<file path="src/rtl/multi_prescaler.sv">
// Multi-channel runtime-programmable clock divider; ratio updates land on period boundaries.
// Define PRESCALER_STEP_EN to add a push-button single-period step input for channel 0.
module multi_prescaler #(
    parameter int unsigned CHANNELS      = 2,
    parameter int unsigned WIDTH         = 16,
    parameter int unsigned DEFAULT_RATIO = 2,
    localparam int unsigned SEL_W        = (CHANNELS > 1) ? $clog2(CHANNELS) : 1
) (
    input  logic                quick_clock,
    input  logic                n_reset,
`ifdef PRESCALER_STEP_EN
    input  logic                step,
`endif
    input  logic [CHANNELS-1:0] enable,
    input  logic                ratio_wr,
    input  logic [SEL_W-1:0]    ratio_sel,
    input  logic [WIDTH-1:0]    ratio_data,
    output logic [CHANNELS-1:0] pending,
    output logic [CHANNELS-1:0] slow_clock,
    output logic [CHANNELS-1:0] tick
);

    logic [WIDTH-1:0]    wr_ratio;
    logic [CHANNELS-1:0] run;
    logic [CHANNELS-1:0] wrap;

    // Ratios below 2 cannot produce both a low and a high phase.
    assign wr_ratio = (ratio_data < WIDTH'(2)) ? WIDTH'(2) : ratio_data;

`ifdef PRESCALER_STEP_EN
    logic [2:0] step_sync_q, step_sync_d;
    logic       step_active_q, step_active_d;
    logic       step_edge;

    always_comb begin
        step_sync_d   = {step_sync_q[1:0], step};
        step_edge     = step_sync_q[1] & ~step_sync_q[2];
        step_active_d = step_active_q;
        if (enable[0]) begin
            step_active_d = 1'b0;
        end else if (step_active_q) begin
            if (wrap[0]) begin
                step_active_d = 1'b0;
            end
        end else if (step_edge) begin
            step_active_d = 1'b1;
        end
    end

    always_ff @(posedge quick_clock or negedge n_reset) begin
        if (!n_reset) begin
            step_sync_q   <= 3'b000;
            step_active_q <= 1'b0;
        end else begin
            step_sync_q   <= step_sync_d;
            step_active_q <= step_active_d;
        end
    end

    assign run = enable | CHANNELS'(step_active_q);
`else
    assign run = enable;
`endif

    for (genvar c = 0; c < CHANNELS; c++) begin : g_ch
        logic [WIDTH-1:0] ratio_q, ratio_d;
        logic [WIDTH-1:0] pend_ratio_q, pend_ratio_d;
        logic [WIDTH-1:0] cnt_q, cnt_d;
        logic             pending_q, pending_d;
        logic             slow_q, slow_d;
        logic             tick_q, tick_d;
        logic             wr_hit;

        // Out-of-range selects never match any channel index.
        assign wr_hit  = ratio_wr && (32'(ratio_sel) == c);
        assign wrap[c] = run[c] && (cnt_q == ratio_q - WIDTH'(1));

        always_comb begin
            ratio_d      = ratio_q;
            pend_ratio_d = pend_ratio_q;
            cnt_d        = cnt_q;
            pending_d    = pending_q;
            slow_d       = slow_q;
            tick_d       = 1'b0;
            if (run[c]) begin
                if (wrap[c]) begin
                    cnt_d = '0;
                    if (pending_q) begin
                        ratio_d   = pend_ratio_q;
                        pending_d = 1'b0;
                    end
                end else begin
                    cnt_d = cnt_q + WIDTH'(1);
                end
                slow_d = (cnt_d >= (ratio_d >> 1));
                tick_d = (cnt_d == (ratio_d >> 1));
            end else if (pending_q) begin
                ratio_d   = pend_ratio_q;
                cnt_d     = '0;
                slow_d    = 1'b0;
                pending_d = 1'b0;
            end
            // A write coinciding with an apply becomes the next pending value.
            if (wr_hit) begin
                pend_ratio_d = wr_ratio;
                pending_d    = 1'b1;
            end
        end

        always_ff @(posedge quick_clock or negedge n_reset) begin
            if (!n_reset) begin
                ratio_q      <= WIDTH'(DEFAULT_RATIO);
                pend_ratio_q <= WIDTH'(DEFAULT_RATIO);
                cnt_q        <= '0;
                pending_q    <= 1'b0;
                slow_q       <= 1'b0;
                tick_q       <= 1'b0;
            end else begin
                ratio_q      <= ratio_d;
                pend_ratio_q <= pend_ratio_d;
                cnt_q        <= cnt_d;
                pending_q    <= pending_d;
                slow_q       <= slow_d;
                tick_q       <= tick_d;
            end
        end

        assign pending[c]    = pending_q;
        assign slow_clock[c] = slow_q;
        assign tick[c]       = tick_q;

        a_tick_high: assert property (@(posedge quick_clock) disable iff (!n_reset)
            tick_q |-> slow_q);
        a_cnt_range: assert property (@(posedge quick_clock) disable iff (!n_reset)
            cnt_q < ratio_q);
        a_ratio_min: assert property (@(posedge quick_clock) disable iff (!n_reset)
            ratio_q >= WIDTH'(2));
    end

endmodule

</file>
<file path="config.mk">
export PLATFORM = sky130hd
export DESIGN_NAME = multi_prescaler
export DESIGN_NICKNAME = d
export VERILOG_FILES = /design/src/rtl/multi_prescaler.sv
export SDC_FILE = /design/constraint.sdc
export NUM_CORES = 1
export LEC_CHECK = 0
export BUFFER_PORTS_ARGS = -buffer_cell sky130_fd_sc_hd__buf_2
export CORE_MARGIN = 1.5
export CORE_UTILIZATION = 55
export CTS_CLUSTER_SIZE = 25
export DETAILED_ROUTE_END_ITERATION = 16
export PLACE_DENSITY = 0.72
export SYNTH_ARGS = -nofsm -noshare
export SYNTH_HDL_FRONTEND = slang
export SYNTH_SLANG_ARGS = --single-unit
</file>
<file path="constraint.sdc">
create_clock -name quick_clock -period 6.1 [get_ports quick_clock]
set_input_delay 0.305 -clock quick_clock [delete_from_list [all_inputs] [get_ports quick_clock]]
set_output_delay 0.305 -clock quick_clock [all_outputs]
set_load 0.02 [all_outputs]
</file>
==> impl_results.md, run 1 <==
- Outcome: complete, no violations
- Placement Rows: approximately 40
- Hold Path Class: input port to flip-flop
- Port Buffers: 27
- Clock buffer count from CTS: 9
- Antenna cells: 0
- Layout Nets: 800
- Switch share: 34.11%
- Relative slew slack: 22.99%
- CTS clk-pin slew, worst paths: approximately 0.070 ns
- Final core utilization: about 60%
- Max Freq: approximately 190 MHz
- Worst Setup Start Kind: flip-flop
- Largest net degree at the start of global routing: 71
- Most frequent cells in the layout: dfrtp_1 (98), nand2_1 (81), nor2_1 (53)
- Post-synth top flop: dfrtp_1
- Post-Syn Area: roughly 7000 um^2
- LEAKAGE: between 0.003 and 0.004 uW
- Post-route ant nets: 0
- Die W: roughly 120 um
- PwrDens: between 200 and 300 nW/um^2
- Sequential share of power: a little over two fifths
- CP arrival: 5.39 ns
- Hold path cells: 3
- First drt pass iteration count: 5
- Pins over their slew limit: 0
- Worst path required time: approximately 6.3 ns
- Post-CTS resize count: 0
- Core area: approximately 13000 um^2
- Syn Area/Cell: 9.310 um^2
- Net Switching: between 700 and 800 uW
- Routed len/inst: 17.73 um
- Area Growth Syn to Fin: 6.675%
- Worst slew pin tran: approximately 1.2 ns
- Fin crit share: between 80 and 90%
- Remaining DRCs: 0
- Mapped Nets: 809
- Async S/R FF share, synth: 100.0%
- Initial antenna violation count: 0
- Place WS: ~1 ns
- Detailed-route via count: between 5000 and 6000
- Starting density of the core: 56.01%
- Combinational share of power: 28.8%
- R2R depth: 17
- Vias in the first global route: roughly 5400
- Max IR drop VDD: about 0.00016 V
- Synth cell types: 65
- Max-cap check violation count: 0
- Worst Clk Skew: 0.01115 ns
- Routed WL: approximately 16 mm
- Syn Inst Count: 753
- Clock latency on the worst-skew pair: around 0.36 ns
- Synthesis warning total: 0
- Clk buf depth: 2
- Worst path slowest cell: nor2_1
- Total grt overflow: 0
- GPL Wtd Cong: about 0.93
- Setup_tns: 0 ns
- Final Hold Fails: 0
- Sink Count: between 100 and 150
- Seq cells post-synth: roughly 100
- Vias per inst: 6.054
- First-pass GRT wire length: 27.03 mm
- Ports: 28
- Die ar.: ~13000 um^2
- Internal: about 1500 uW
- CP Capture Type: flip-flop
- Crit Path Max Fanout: 19
- DR iter-0 viols: 427
- Final setup violation count: 0
- Worst setup margin: around 0.94 ns
- Clock share of power: ~29%
- GRT Resource Usage Total: ~26%
- RSZ-0062 raised after global routing: false
- Layout cell share with drive strength beyond 1: 14.02%
- CTS Root Buffer Type: clkbuf_16
- CTS tree: built
- CP peak stage delay: roughly 0.79 ns
- Htree depth: 3
- Commonest non-fill, non-tap cell in the layout: dfrtp_1
- CP Class: flip-flop to flip-flop
- Fin crit period: 5.158 ns
- Chip height: 115.9 um
- Critical-path cell list: inv_1, ha_1, or4b_1, or3_1, a22oi_1, o2111ai_1, a2111o_1, nor2_1, nor2b_1, ha_1, nor2b_1, o21a_1, o21a_1, o211ai_1, a21oi_1, nor2_1, o211ai_1
- Post-synth EDFFs: 0
- Seq/Total Area, Yosys: about 36%
- Hpwl dp: 12.10 mm
-- power groups by stage --
stage / combinational, uW / sequential (uW) / clock, uW
4_1_cts: 631 / 934 / 641
3_5_place_dp: 626 / 946 / 0
6_report: 636 / 937 / 635
5_1_grt: 708 / 957 / 667
2_1_floorplan: 538 / 870 / 0
3_3_place_gp: 600 / 939 / 0
-- registers in the layout, indices dropped and copies added, names as in the netlist --
name               count
g_ch.slow_q            2
g_ch.cnt_q            32
g_ch.pend_ratio_q     32
g_ch.ratio_q          32
g_ch.pending_q         2
g_ch.tick_q            2
-- cells by family (layout without fill, tap and decap cells) --
kind of cell | Yosys count | count (layout) | synth area share (%)
compound gates | 128 | 128 | 12.76
mux | 80 | 80 | 12.30
xor+xnor | 63 | 63 | 7.871
simple gates | 277 | 277 | 20.06
fa+ha+maj | 34 | 34 | 6.068
buf+inv | 69 | 65 | 4.462
flops | 102 | 102 | 36.48
-- cell usage after synthesis, types with 18 or more instances --
| library cell | instances | area share [%] |
|---|---|---|
| nand3_1 | 22 | 1.6 |
| dfrtp_1 | 98 | 35 |
| clkbuf_1 | 34 | 1.8 |
| o21ai_0 | 40 | 2.9 |
| ha_1 | 34 | 6.1 |
| nor2_1 | 53 | 2.8 |
| nor4_1 | 18 | 1.6 |
| nand2_1 | 81 | 4.3 |
| xor2_1 | 19 | 2.4 |
| xnor2_1 | 44 | 5.5 |
| mux2_2 | 38 | 6.1 |
| mux2i_1 | 31 | 4.4 |
-- worst max-delay path, delay by kind of cell, from the launching register on --
family,cells,cell delay [ns]
AO/OA/AOI/OAI,8,1.79
AND/OR/NAND/NOR,6,2.16
adder cells (fa/ha/maj),2,0.57
buffers and inverters,1,0.08
flip-flops,1,0.43
-- final timing paths --
check / from / to / slack [ns]
max in group asynchronous: n_reset / g_ch[1].cnt_q[3] / 4.44
hold / removal: ratio_data[11] / g_ch[0].pend_ratio_q[11] / 0.17
min in group asynchronous: n_reset / g_ch[0].cnt_q[2] / 0.43
setup / recovery: g_ch[0].ratio_q[0] / g_ch[0].slow_q / 0.94
setup reg to reg: g_ch[0].ratio_q[0] / g_ch[0].slow_q / 0.94
hold reg to reg: g_ch[1].pend_ratio_q[0] / g_ch[1].pend_ratio_q[0] / 0.48
-- through the flow --
stage | hold WS [ns] | cells | area [um^2] | total power [uW]
2_1_floorplan | 0.009409 | 753 | 7010 | 1408
3_3_place_gp | 0.2704 | 904 | 7144 | 1539
3_5_place_dp | 0.2771 | 904 | 7144 | 1572
4_1_cts | 0.1632 | 921 | 7478 | 2207
5_1_grt | 0.1850 | 921 | 7478 | 2332
6_report | 0.1694 | 921 | 7478 | 2207
-- what timing repair did --
item | in CTS | in global routing
buffers inserted | 0 | 0
hold endpoints to repair | 32 | 0
hold buffers | 1 | 0
-- cell type report --
class,count,area (um^2)
inverter,17,63.81
tap,172,215.2
clock buffer,11,242.7
clock inverter,5,81.33
fill,1113,5039
sequential,102,2557
timing repair buffer,32,177.7
multi-input combinational,582,4140
-- metal layers --
layer  wire (um)  track usage (%)  part of all wire (%)  vias up
li1            -                -                     -     2668
met3         761            5.701                   4.7       22
met4         268            7.805                   1.6        0
met2        7032            37.92                    43      119
met5           0                0                     0        -
met1        8268            38.67                    51     2767
Power figures use the tool's default switching activity.
==> inputs of run 2 (changes only) <==
--- a/config.mk
+++ b/config.mk
@@ -10,7 +10,7 @@
 export CORE_UTILIZATION = 55
 export CTS_CLUSTER_SIZE = 25
 export DETAILED_ROUTE_END_ITERATION = 16
-export PLACE_DENSITY = 0.72
+export PLACE_DENSITY = 0.75
 export SYNTH_ARGS = -nofsm -noshare
 export SYNTH_HDL_FRONTEND = slang
 export SYNTH_SLANG_ARGS = --single-unit
==> constraint.sdc (replaced) <==
create_clock -name quick_clock -period 4.2 [get_ports quick_clock]
set_input_delay 0.21 -clock quick_clock [delete_from_list [all_inputs] [get_ports quick_clock]]
set_output_delay 0.21 -clock quick_clock [all_outputs]
set_load 0.02 [all_outputs]
==> run 2 against run 1 <==
  * Sequential power is 42% higher
  * Register-to-register slack worse by 0.93 ns
  * Routed wire length is 8.9% higher
  * Setup slack worse by 0.93 ns
  * Maximum frequency is 23% higher
  * First-iteration DRC count is 13% higher
  * Critical path depth is 1 higher
  * Clock power is 29% higher
  * Highest routed layer unchanged
==> impl_results.md, run 2 (synthesis results as in run 1) <==
- LEAKAGE: 0.003490 uW (was 0.003274 uW)
- Hpwl dp: 12.92 mm (was 12.10 mm)
- Final Hold Fails: 0 (unchanged)
- Port Buffers: 27 (unchanged)
- DR iter-0 viols: 481 (was 427)
- CP arrival: 4.42 ns (was 5.39 ns)
- Vias in the first global route: 5508 (was 5359)
- Final Cell Area: 7923 um^2 (was 7478 um^2)
- Clk buf depth: 2 (unchanged)
- CTS clk-pin slew, worst paths: 0.07 ns (about the same)
- Total grt overflow: 0 (unchanged)
- Clock latency on the worst-skew pair: 0.36 ns (about the same)
- Post-route ant nets: 0 (unchanged)
- Clock buffer count from CTS: 9 (unchanged)
- Max IR drop VDD: 0.0003869 V (was 0.0001648 V)
- CP peak stage delay: 0.52 ns (was 0.79 ns)
- Crit path to: g_ch[0].slow_q (unchanged)
- R2R depth: 18 (was 17)
- Fill count: 1102 (was 1113)
- Final setup violation count: 0 (unchanged)
- Layout cell share with drive strength beyond 1: 22.08% (was 14.02%)
- PwrDens: 419.4 nW/um^2 (was 295.1 nW/um^2)
- RR Startpoint: g_ch[0].ratio_q[0] (unchanged)
- Starting density of the core: 56.01% (unchanged)
- Placed inst area: 7405 um^2 (was 7144 um^2)
- Area of the multi-input gates: 4313 um^2 (was 4140 um^2)
- Biggest regs: g_ch.cnt_q x32, g_ch.pend_ratio_q x32, g_ch.ratio_q x32 (unchanged)
- Placement Rows: 41 (unchanged)
- Die W: 115.9 um (unchanged)
- Detailed-route via count: 5888 (was 5576)
- Worst path slowest cell: or4b_4 (was nor2_1)
- CP Class: flip-flop to flip-flop (unchanged)
- Worst slew pin tran: 1.149 ns (was 1.151 ns)
- Largest net degree at the start of global routing: 53 (was 71)
- Vias per inst: 6.133 (was 6.054)
- Commonest non-fill, non-tap cell in the layout: dfrtp_1 (unchanged)
- CTS tree: built (unchanged)
- Worst Setup Start Kind: flip-flop (unchanged)
- Area Growth Syn to Fin: 13.01% (was 6.675%)
- Pins over their slew limit: 0 (unchanged)
- Fin crit period: 4.190 ns (was 5.158 ns)
- Relative slew slack: 23.10% (was 22.99%)
- Ports: 28 (unchanged)
- Antenna cells: 0 (unchanged)
- Fin crit share: 99.77% (was 84.56%)
- RSZ-0062 raised after global routing: true (was false)
- Hold_sp: ratio_data[3] (was ratio_data[11])
- First drt pass iteration count: 5 (unchanged)
- Crit Path Max Fanout: 7 (was 19)
- Die ar.: 13430 um^2 (unchanged)
- CP Capture Type: flip-flop (unchanged)
- Sink Count: 102 (unchanged)
- GRT Resource Usage Total: 26.82% (was 25.99%)
- GPL Wtd Cong: 0.9644 (was 0.9343)
- Remaining DRCs: 0 (unchanged)
- Most frequent cells in the layout: dfrtp_1 (97), nand2_1 (81), nor2_1 (52) (was dfrtp_1 (98), nand2_1 (81), nor2_1 (53))
- Max Freq: 238.7 MHz (was 193.9 MHz)
- Worst Setup SP: g_ch[0].ratio_q[0] (unchanged)
- Initial antenna violation count: 0 (unchanged)
- Routed len/inst: 18.53 um (was 17.73 um)
- Htree depth: 3 (unchanged)
- Core area: 12520 um^2 (unchanged)
- Reg-to-reg critical path endpoint: g_ch[0].slow_q (unchanged)
- Chip height: 115.9 um (unchanged)
- Layout Nets: 839 (was 800)
- Outcome: complete, no violations (unchanged)
- CTS Root Buffer Type: clkbuf_16 (unchanged)
- Worst path required time: 4.43 ns (was 6.33 ns)
- Max-cap check violation count: 0 (unchanged)
- Hold Path Class: input port to flip-flop (unchanged)
- Critical-path cell list: inv_1, ha_2, or4b_4, buf_4, nor4_1, o211ai_1, o21a_1, a2111o_1, nor3_4, mux2i_1, ha_1, nor2b_1, o21a_1, o21a_1, o211ai_1, a21oi_1, nor2_1, o211ai_1 (was inv_1, ha_1, or4b_1, or3_1, a22oi_1, o2111ai_1, a2111o_1, nor2_1, nor2b_1, ha_1, nor2b_1, o21a_1, o21a_1, o211ai_1, a21oi_1, nor2_1, o211ai_1)
- Routed WL: 17.79 mm (was 16.33 mm)
- Total Power: 3323 uW (was 2207 uW)
- Setup_tns: 0 ns (unchanged)
- First-pass GRT wire length: 27.78 mm (was 27.03 mm)
- Worst Clk Skew: 0.006496 ns (was 0.01115 ns)
- Reg-to-reg slack, setup: 0.01 ns (was 0.94 ns)
- FF+latch area: 2559 um^2 (was 2557 um^2)
-- run 2: cell types whose count changed in the layout (fill, tap and decap cells not counted), sizes merged --
cell	previous run	this run
clkbuf	11	9
inv	18	21
clkinv	1	2
buf	31	70
bufinv	2	0
-- run 2: where the power goes --
| part | internal (uW) | switching (uW) | total [uW] |
|---|---|---|---|
| logic | 555 | 616 | 1170 |
| clock network | 411 | 407 | 818 |
| registers | 1130 | 200 | 1330 |
-- run 2: how the worst min path moves through the flow --
stage / depth (start not counted) / endpoint / slack (ns)
floorplan: 0 / g_ch[0].cnt_q[0] / -0.09
global placement: 1 / g_ch[0].cnt_q[0] / 0.29
detailed placement: 1 / g_ch[0].cnt_q[0] / 0.29
CTS: 3 / g_ch[0].pend_ratio_q[8] / 0.06
global route: 3 / g_ch[0].pend_ratio_q[2] / 0.08
finish: 3 / g_ch[0].pend_ratio_q[3] / 0.08
-- run 2: cell type report --
class,instances,share of cell area (%)
multi-input cells,582,54.44
flip-flops and latches,102,32.30
repair buffers,71,6.191
clock buffers,9,2.843
well taps,172,2.716
inverters,17,0.8054
clock inverters,7,0.7107
-- run 2: through the flow --
stage | hold slack [ns] | worst slack, ns | instances | util (%)
after global placement | 0.2858 | -0.3955 | 937 | 59.16
final | 0.07648 | 0.009774 | 960 | 63.29
after detailed placement | 0.2916 | -0.2639 | 937 | 59.16
after floorplan | -0.08559 | -0.1625 | 753 | -
after CTS | 0.05680 | 0.01963 | 954 | 61.66
after global routing | 0.07945 | -0.2446 | 960 | 63.29
-- run 2: what timing repair did --
| action | 4_1_cts | 5_1_grt |
|---|---|---|
| hold endpoints to repair | 51 | 0 |
| resized for setup | 6 | 36 |
| setup buffers | 0 | 6 |
| hold buffers | 1 | 0 |
| pin swaps | 0 | 18 |
| setup endpoints to repair | 3 | 4 |
| gates cloned | 0 | 0 |
-- run 2: critical path: cells and delay by family, from the launching register on --
family	cells	cell delay (ns)
adders and majority gates	2	0.44
buffers and inverters	2	0.23
AOI/OAI and AO/OA	8	1.45
and+or+nand+nor	5	1.29
muxes	1	0.26
DFF	1	0.38
-- run 2: layer usage --
metal,share of wire (%),track usage (%),vias to the layer above
met5,0,0,-
met4,1.2,5.854,0
met3,5.5,6.224,19
met2,45,40.75,178
met1,48,39.20,2933
li1,-,-,2758
